$ cat src/rtl/core_pkg.sv
// Shared types and constants for the instruction fetch front end.
package core_pkg;

    // Fetch sequencer states.
    typedef enum logic [2:0] {
        IDLE,
        REQ,
        WAIT,
        HOLD,
        DRAIN,
        ERR
    } fetch_state_e;

    // Bytes per instruction word; the PC advances by this amount.
    localparam int unsigned INSTR_BYTES = 4;

    // addi x0, x0, 0 -- what decode should treat instr_o as while it is not valid.
    localparam logic [31:0] NOP_INSTR = 32'h0000_0013;

    // Instruction addresses must be word aligned.
    function automatic logic is_aligned(input logic [31:0] addr);
        return addr[1:0] == 2'b00;
    endfunction

endpackage

$ cat src/rtl/fetch_timeout_ctr.sv
// Counts cycles spent waiting for a memory response and reports when the
// count, including the current cycle, has reached the limit.
module fetch_timeout_ctr (
    input  logic       clk_i,
    input  logic       rst_i,
    input  logic       clr_i,
    input  logic       en_i,
    input  logic [7:0] limit_i,
    output logic       expired_o
);

    logic [7:0] count_q;

    // Cycle counter: cleared on grant, saturates so it never wraps back under the limit.
    always_ff @(posedge clk_i) begin
        if (rst_i || clr_i) begin
            count_q <= 8'd0;
        end else if (en_i && (count_q != 8'hFF)) begin
            count_q <= count_q + 8'd1;
        end
    end

    // The current waiting cycle is number count_q+1; expiry means that cycle hits the limit.
    assign expired_o = en_i && (({1'b0, count_q} + 9'd1) >= {1'b0, limit_i});

endmodule

$ cat src/rtl/fetch_sequencer.sv
// Instruction fetch sequencer: owns the PC, runs the imem req/gnt/rvalid
// handshake, and presents one registered instruction at a time to decode.
//
// Handshakes:
//   imem: imem_req_o stays high until imem_gnt_i; imem_addr_o is sampled on the
//         grant cycle; exactly one imem_rvalid_i follows each grant, in order.
//   decode: instr_o/pc_o transfer on a cycle where instr_valid_o && instr_ready_i;
//         while instr_valid_o is high and not consumed, instr_o/pc_o stay stable.
module fetch_sequencer
    import core_pkg::*;
#(
    parameter logic [31:0] RESET_PC       = 32'h0000_0000,
    parameter int unsigned TIMEOUT_CYCLES = 16
) (
    input  logic         clk_i,
    input  logic         rst_i,
    output logic         imem_req_o,
    output logic [31:0]  imem_addr_o,
    input  logic         imem_gnt_i,
    input  logic         imem_rvalid_i,
    input  logic [31:0]  imem_rdata_i,
    output logic [31:0]  instr_o,
    output logic [31:0]  pc_o,
    output logic         instr_valid_o,
    input  logic         instr_ready_i,
    input  logic         redirect_i,
    input  logic [31:0]  redirect_pc_i,
    output logic         fetch_err_o,
    output fetch_state_e state_dbg_o
);

    fetch_state_e state_q;
    logic [31:0]  pc_q;
    logic         ctr_clr;
    logic         ctr_en;
    logic         expired;

    // A grant starts a new wait window; the window runs while a response is owed.
    assign ctr_clr = (state_q == REQ) && imem_gnt_i;
    assign ctr_en  = (state_q == WAIT) || (state_q == DRAIN);

    fetch_timeout_ctr u_timeout (
        .clk_i     (clk_i),
        .rst_i     (rst_i),
        .clr_i     (ctr_clr),
        .en_i      (ctr_en),
        .limit_i   (8'(TIMEOUT_CYCLES)),
        .expired_o (expired)
    );

    assign imem_addr_o = pc_q;
    assign state_dbg_o = state_q;

    // Fetch FSM with registered outputs; imem_req_o is high exactly while in REQ.
    always_ff @(posedge clk_i) begin
        if (rst_i) begin
            state_q       <= IDLE;
            pc_q          <= RESET_PC;
            imem_req_o    <= 1'b0;
            instr_o       <= 32'd0;
            pc_o          <= 32'd0;
            instr_valid_o <= 1'b0;
            fetch_err_o   <= 1'b0;
        end else if (redirect_i && (state_q != ERR)) begin
            pc_q          <= redirect_pc_i;
            instr_valid_o <= 1'b0;
            if (!is_aligned(redirect_pc_i)) begin
                fetch_err_o <= 1'b1;
                imem_req_o  <= 1'b0;
                state_q     <= ERR;
            end else begin
                case (state_q)
                    REQ: begin
                        // A grant this cycle took the old address: its response must be dropped.
                        if (imem_gnt_i) begin
                            imem_req_o <= 1'b0;
                            state_q    <= DRAIN;
                        end else begin
                            imem_req_o <= 1'b1;
                            state_q    <= REQ;
                        end
                    end
                    WAIT, DRAIN: begin
                        // A response arriving now is the squashed one; otherwise wait it out.
                        if (imem_rvalid_i) begin
                            imem_req_o <= 1'b1;
                            state_q    <= REQ;
                        end else begin
                            imem_req_o <= 1'b0;
                            state_q    <= DRAIN;
                        end
                    end
                    default: begin
                        imem_req_o <= 1'b1;
                        state_q    <= REQ;
                    end
                endcase
            end
        end else begin
            case (state_q)
                IDLE: begin
                    imem_req_o <= 1'b1;
                    state_q    <= REQ;
                end
                REQ: begin
                    if (imem_gnt_i) begin
                        imem_req_o <= 1'b0;
                        state_q    <= WAIT;
                    end
                end
                WAIT: begin
                    if (imem_rvalid_i) begin
                        instr_o       <= imem_rdata_i;
                        pc_o          <= pc_q;
                        instr_valid_o <= 1'b1;
                        pc_q          <= pc_q + 32'(INSTR_BYTES);
                        state_q       <= HOLD;
                    end else if (expired) begin
                        fetch_err_o <= 1'b1;
                        state_q     <= ERR;
                    end
                end
                HOLD: begin
                    if (instr_ready_i) begin
                        instr_valid_o <= 1'b0;
                        imem_req_o    <= 1'b1;
                        state_q       <= REQ;
                    end
                end
                DRAIN: begin
                    if (imem_rvalid_i) begin
                        imem_req_o <= 1'b1;
                        state_q    <= REQ;
                    end else if (expired) begin
                        fetch_err_o <= 1'b1;
                        state_q     <= ERR;
                    end
                end
                default: begin
                    // ERR: frozen until reset.
                    imem_req_o    <= 1'b0;
                    instr_valid_o <= 1'b0;
                    fetch_err_o   <= 1'b1;
                end
            endcase
        end
    end

endmodule

$ cat config.mk
export PLATFORM = sky130hd
export DESIGN_NAME = fetch_sequencer
export DESIGN_NICKNAME = d
export VERILOG_FILES = /design/src/rtl/core_pkg.sv /design/src/rtl/fetch_timeout_ctr.sv /design/src/rtl/fetch_sequencer.sv
export SDC_FILE = /design/constraint.sdc
export NUM_CORES = 1
export LEC_CHECK = 0
export BUFFER_PORTS_ARGS = -buffer_cell sky130_fd_sc_hd__buf_2
export CAP_MARGIN = 15
export CELL_PAD_IN_SITES_DETAIL_PLACEMENT = 0
export CELL_PAD_IN_SITES_GLOBAL_PLACEMENT = 1
export CORE_MARGIN = 5
export CORE_UTILIZATION = 36
export DETAILED_ROUTE_END_ITERATION = 10
export PLACE_DENSITY = 0.79
export SYNTH_ARGS = -nofsm -noshare
export SYNTH_HDL_FRONTEND = slang
export SYNTH_HIERARCHICAL = 1
export SYNTH_SLANG_ARGS = --single-unit
export TNS_END_PERCENT = 1
$ cat constraint.sdc
create_clock -name clk_i -period 3.27 [get_ports clk_i]
set_input_delay 0.1635 -clock clk_i [delete_from_list [all_inputs] [get_ports clk_i]]
set_output_delay 0.1635 -clock clk_i [all_outputs]
set_load 0.1 [all_outputs]
==> results of run 1 <==
## cells in the final DEF (no fill, tap or decap), types with 4 or more instances in the layout
| cell | count |
|---|---|
| nor3_1 | 10 |
| xor2_1 | 5 |
| a31oi_1 | 10 |
| buf_2 | 170 |
| a21oi_1 | 90 |
| nand2_1 | 162 |
| xnor2_1 | 7 |
| clkbuf_16 | 9 |
| o211ai_1 | 7 |
| nor4_1 | 6 |
| or4_1 | 11 |
| dfxtp_1 | 110 |
| o21ai_0 | 10 |
| a211oi_1 | 9 |
| nor2b_1 | 4 |
| or3_1 | 7 |
| ha_1 | 10 |
| inv_1 | 22 |
| and4_1 | 5 |
| and3_1 | 8 |
| buf_4 | 16 |
| o31ai_1 | 4 |
| nand3_1 | 24 |
| conb_1 | 8 |
| a311oi_1 | 8 |
| nor2_1 | 33 |
| nand2b_1 | 6 |
| nand4_1 | 15 |
## report_power, final
| group | total (mW) | leakage, nW | internal [mW] | switching (mW) |
|---|---|---|---|---|
| combinational | 0.596 | 1.67 | 0.141 | 0.455 |
| clock | 1.34 | 0.178 | 0.785 | 0.550 |
| sequential | 1.45 | 0.894 | 1.38 | 0.0674 |
## routing by layer
layer	vias up	GRT usage (%)	wire, um	part of all wire (%)
met5	-	0	11	0.065
met4	2	9.09	506	3.0
met3	35	3.97	975	5.7
met2	129	30.5	8070	48
met1	2607	24.3	7400	44
li1	2755	-	-	-
## worst max path at each step
stage                               startpoint              to  slack [ns]
after global routing      u_timeout/count_q[0]     fetch_err_o        0.11
after detailed placement  u_timeout/count_q[0]  state_dbg_o[0]        0.41
final                     u_timeout/count_q[0]  state_dbg_o[0]        0.38
after CTS                 u_timeout/count_q[0]  state_dbg_o[0]        0.37
after global placement    u_timeout/count_q[0]     fetch_err_o        0.52
after floorplan                 state_dbg_o[2]  state_dbg_o[0]        0.33
## per-stage QoR
stage | hold slack [ns] | power (mW) | area [um^2] | worst slack [ns]
2_1_floorplan | 0.300 | 1.92 | 5380 | 0.334
3_3_place_gp | 0.404 | 2.06 | 6360 | 0.519
3_5_place_dp | 0.412 | 2.07 | 6360 | 0.407
4_1_cts | 0.0206 | 3.41 | 6730 | 0.369
5_1_grt | 0.0330 | 3.50 | 6730 | 0.115
6_report | 0.0297 | 3.38 | 6730 | 0.382
## sequential cells by signal, indices dropped and copies added (netlist names)
name	cells
imem_addr_o	32
state_dbg_o	3
u_timeout/count_q	8
fetch_err_o	1
instr_o	32
pc_o	32
imem_req_o	1
instr_valid_o	1
## layout make-up
cell class / instances / area, um^2
Clock buffer: 10 / 239
Timing Repair Buffer: 186 / 971
Inverter: 22 / 82.6
Clock inverter: 6 / 126
Multi-Input combinational cell: 516 / 2880
Fill cell: 1470 / 7860
Tap cell: 184 / 230
Sequential cell: 110 / 2200
Antenna cell: 2 / 5.00
## cells by family after synthesis
family | Yosys count | synth area share [%]
compound gates | 174 | 20.6
other cells | 2 | 0.140
simple gates | 310 | 27.7
flops | 110 | 41.1
xor+xnor | 12 | 1.96
mux | 1 | 0.187
buf+inv | 76 | 5.81
fa+ha+maj | 11 | 2.52
## tightest hold or removal path, stage by stage
cell	delay, ns
buf_2	0.10
nand2_1	0.04
a21oi_1	0.05
==> results.md, run 1 <==
- Status: finished clean
- Final worst path period share: 88.3%
- Global-route total usage across every layer: 19.0%
- Antenna violations before repair: 3
- Final core utilization: 46.2%
- Total via count after detailed routing: 5528
- Global-route wire length before repair: 27600 um
- Synth top area share: 41.1%
- Clock H-tree levels: 3
- Pleak: 2.74 nW
- Hold buffers post-CTS: 0
- Post-CTS setup buffer count: 0
- Crit-path max FO: 6
- Power density normalized to cell area: 502 nW/um^2
- Worst Hold Launch: imem_rdata_i[29]
- Nets: 925
- Height of the die: 132 um
- Biggest area contributors in the synthesized netlist: dfxtp_1, nand2_1, a21oi_1
- YS warnings: 6
- Proportion of layout cells with a drive suffix above 1: 25.1%
- Path type of the worst min-delay path: in2reg
- Hold path cells: 3
- Bufs on Longest Clock Path: 2
- Clk Tree Root Cell: clkbuf_16
- Measured slew at the worst slew-check pin: 1.15 ns
- Placed cell count: 1018
- Synthesized netlist cell count: 696
- Number of cells traversed by the worst register-to-register path: 13
- Unrepaired setup endpoints after global routing: no
- Total wire length after detailed routing: 17000 um
- Flip-flop cell with the highest count after synthesis: dfxtp_1
- Reg2reg end: state_dbg_o[0]
- Count of non-filler cells in the finished layout: 1036
- Average wire length per cell after detail routing: 16.4 um
- Final ANT Viol Nets: 0
- Cts bufs inserted: 9
- Resized cells post-CTS: 0
- Clock edge transition at the registers on the reported setup and hold paths: 0.08 ns
- Total count of hold-check failures in the final report: 0
- Floorplan Core Area: 14600 um^2
- Final weighted congestion in routability-driven placement: 0.830
- Number of enable flip-flop cells after synthesis: 0
- Area of the die: 17400 um^2
- FF+latch count, synth: 110
- Maximum single-stage delay on the critical path: 0.43 ns
- Post-detailed-route DRC marker count: 0
- CTS tree: yes
- Post-Synthesis Mean Instance Area: 7.70 um^2
- Max-slew violation total from the final report: 0
- Max-slew headroom at the worst pin: 23.1%
- Cell depth of the worst setup path: 13
- Count of different cell masters after synthesis: 64
- Number of placed I/O pins: 172
- Worst Hold Endpoint: instr_o[29]
- DPL Wire Length: 12200 um
- Area growth, synth to finish: 25.7%
- Most frequent cell after synthesis: nand2_1
- Top Family by Delay on Critical Path: adder cells
- F_max: 346 MHz
- Async set-or-reset flop fraction in the synthesized netlist: 0%
- Number of buffers inserted by port buffering: 171
- Total congestion overflow after global routing: 0
- Via count of the first global-routing pass: 5390
- Final setup TNS: 0 ns
- CP startpoint kind: flip-flop
- CP max stage cell: dfxtp_1
- Worst clock skew: 0.0116 ns
- Worst flop-to-flop path startpoint: u_timeout/count_q[0]
- Synth top cells by count: nand2_1, dfxtp_1, a21oi_1, clkbuf_1, nor2_1
- Data arrival at the endpoint of the critical path: 3.19 ns
- Starting Density: 36.7%
- Detailed router's first-iteration violation count: 337
- Cell type with the largest total area after synthesis: dfxtp_1
- Number of clock sinks: 110
- Flop-to-flop setup slack: 0.38 ns
- Number of buffers and inverters on the critical path: 0
- Fraction of the yosys area taken by sequential cells: 41.1%
- Post-route minimum period: 2.89 ns
- Class of the most critical setup path: reg2reg
- Horiz. Die Dim: 132 um
- Peak supply drop: 0.228 mV
- First-pass iteration count of the detailed router: 4
- Critical path, cell by cell: ha_1 -> and4_1 -> nand2_1 -> xnor2_1 -> ha_1 -> nand2_1 -> o21ai_0 -> a21oi_1 -> o22ai_1 -> nor2_1 -> maj3_1 -> a21oi_1 -> o221a_2
- Vias per Instance: 5.34
- Maximum number of pins on one net before global-route repair: 105
- Total setup violations reported at the end of the flow: 0
- # rows: 44
- Number of max-cap violations: 0
- Critical path data required time: 3.57 ns
- Clock latency reported for the late side of the worst-skew pair: 0.36 ns
- Mapped Area: 5360 um^2
- Kind of capture point of the worst setup path: flip-flop
Power figures use the tool's default switching activity.
==> run 2: changes to the inputs <==
--- a/config.mk
+++ b/config.mk
@@ -13,6 +13,7 @@
 export CORE_UTILIZATION = 36
 export DETAILED_ROUTE_END_ITERATION = 10
 export PLACE_DENSITY = 0.79
+export RECOVER_POWER = 50
 export SYNTH_ARGS = -nofsm -noshare
 export SYNTH_HDL_FRONTEND = slang
 export SYNTH_HIERARCHICAL = 1
==> results.md, run 2 (synthesized netlist as in run 1, its figures left out) <==
- # rows: 44
- Area of the die: 17400 um^2
- Starting Density: 36.7%
- Horiz. Die Dim: 132 um
- Total count of hold-check failures in the final report: 0
- Total congestion overflow after global routing: 0
- Path type of the worst min-delay path: in2reg
- Critical path data required time: 3.57 ns
- First-pass iteration count of the detailed router: 5
- Total via count after detailed routing: 5534
- Status: finished clean
- Floorplan Core Area: 14600 um^2
- Antenna violations before repair: 3
- Final setup TNS: 0 ns
- Global-route total usage across every layer: 19.0%
- Worst clock skew: 0.0107 ns
- Power density normalized to cell area: 511 nW/um^2
- Number of max-cap violations: 0
- DPL Wire Length: 12200 um
- Number of buffers inserted by port buffering: 171
- Clock H-tree levels: 3
- Nets: 925
- Class of the most critical setup path: reg2reg
- Clock latency reported for the late side of the worst-skew pair: 0.36 ns
- Area growth, synth to finish: 22.9%
- Data arrival at the endpoint of the critical path: 3.19 ns
- Kind of capture point of the worst setup path: flip-flop
- Crit-path max FO: 6
- Number of placed I/O pins: 172
- Post-CTS setup buffer count: 0
- Max-slew headroom at the worst pin: 18.2%
- Hold buffers post-CTS: 0
- Average wire length per cell after detail routing: 16.4 um
- Unrepaired setup endpoints after global routing: no
- Peak supply drop: 0.227 mV
- Maximum number of pins on one net before global-route repair: 105
- Detailed router's first-iteration violation count: 299
- Resized cells post-CTS: 0
- Max-slew violation total from the final report: 0
- Final ANT Viol Nets: 0
- Pleak: 2.30 nW
- Most frequent cells in the layout: nand2_1, dfxtp_1, clkbuf_1, a21oi_1, buf_2
- Placed cell count: 1018
- Height of the die: 132 um
- Total setup violations reported at the end of the flow: 0
- F_max: 347 MHz
- Final worst path period share: 88.2%
- Vias per Instance: 5.34
- Number of clock sinks: 110
- Post-route minimum period: 2.88 ns
- Final weighted congestion in routability-driven placement: 0.830
- Proportion of layout cells with a drive suffix above 1: 12.7%
- Measured slew at the worst slew-check pin: 1.23 ns
- Via count of the first global-routing pass: 5390
- CP startpoint kind: flip-flop
- Clk Tree Root Cell: clkbuf_16
- Total wire length after detailed routing: 17000 um
- Bufs on Longest Clock Path: 2
- Count of non-filler cells in the finished layout: 1036
- Final core utilization: 45.2%
- Global-route wire length before repair: 27600 um
- Post-detailed-route DRC marker count: 0
- Cts bufs inserted: 9
- Commonest non-fill, non-tap cell in the layout: nand2_1
- CTS tree: yes
- Clock edge transition at the registers on the reported setup and hold paths: 0.08 ns
-- run 2: per-stage QoR --
stage / setup slack, ns / power (mW) / instance area (um^2) / hold slack, ns
5_1_grt: 0.0934 / 3.48 / 6590 / 0.0330
4_1_cts: 0.369 / 3.41 / 6730 / 0.0206
2_1_floorplan: 0.334 / 1.92 / 5380 / 0.300
3_5_place_dp: 0.407 / 2.07 / 6360 / 0.412
3_3_place_gp: 0.519 / 2.06 / 6360 / 0.404
6_report: 0.387 / 3.37 / 6590 / 0.0296
-- run 2: final timing paths --
kind | startpoint | endpoint | slack, ns | cells after the start
setup / recovery | u_timeout/count_q[0] | state_dbg_o[0] | 0.39 | 13
hold / removal | imem_rdata_i[29] | instr_o[29] | 0.03 | 3
setup reg to reg | u_timeout/count_q[0] | state_dbg_o[0] | 0.39 | 13
hold reg to reg | instr_o[8] | instr_o[8] | 0.46 | 2
-- run 2: worst max-delay path: stages, from the launching register on --
cell and delay [ns]:
dfxtp_1 0.42, ha_1 0.30, and4_1 0.25, nand2_1 0.11, xnor2_1 0.16, ha_1 0.30
nand2_1 0.07, o21ai_0 0.16, a21oi_1 0.06, o22ai_1 0.18, nor2_1 0.06, maj3_1 0.35
a21oi_1 0.18, o221a_2 0.21
-- run 2: power by group --
group / internal (mW) / switching [mW]
sequential: 1.38 / 0.0682
combinational: 0.128 / 0.454
clock: 0.785 / 0.552
-- run 2: layout make-up --
type / instances / area (um^2)
Clock buffer: 10 / 239
Clock inverter: 6 / 126
Multi-Input combinational cell: 516 / 2870
Sequential cell: 110 / 2200
Antenna cell: 2 / 5.00
Fill cell: 1504 / 8000
Timing Repair Buffer: 186 / 836
Inverter: 22 / 82.6
Tap cell: 184 / 230
-- run 2: routing by layer --
layer	share of wire [%]	wire (um)	GRT usage, %	vias to the layer above
li1	-	-	-	2754
met1	44	7490	24.3	2602
met2	47	8060	30.5	143
met3	5.7	964	3.97	33
met4	2.8	476	9.09	2
met5	0.065	11	0	-
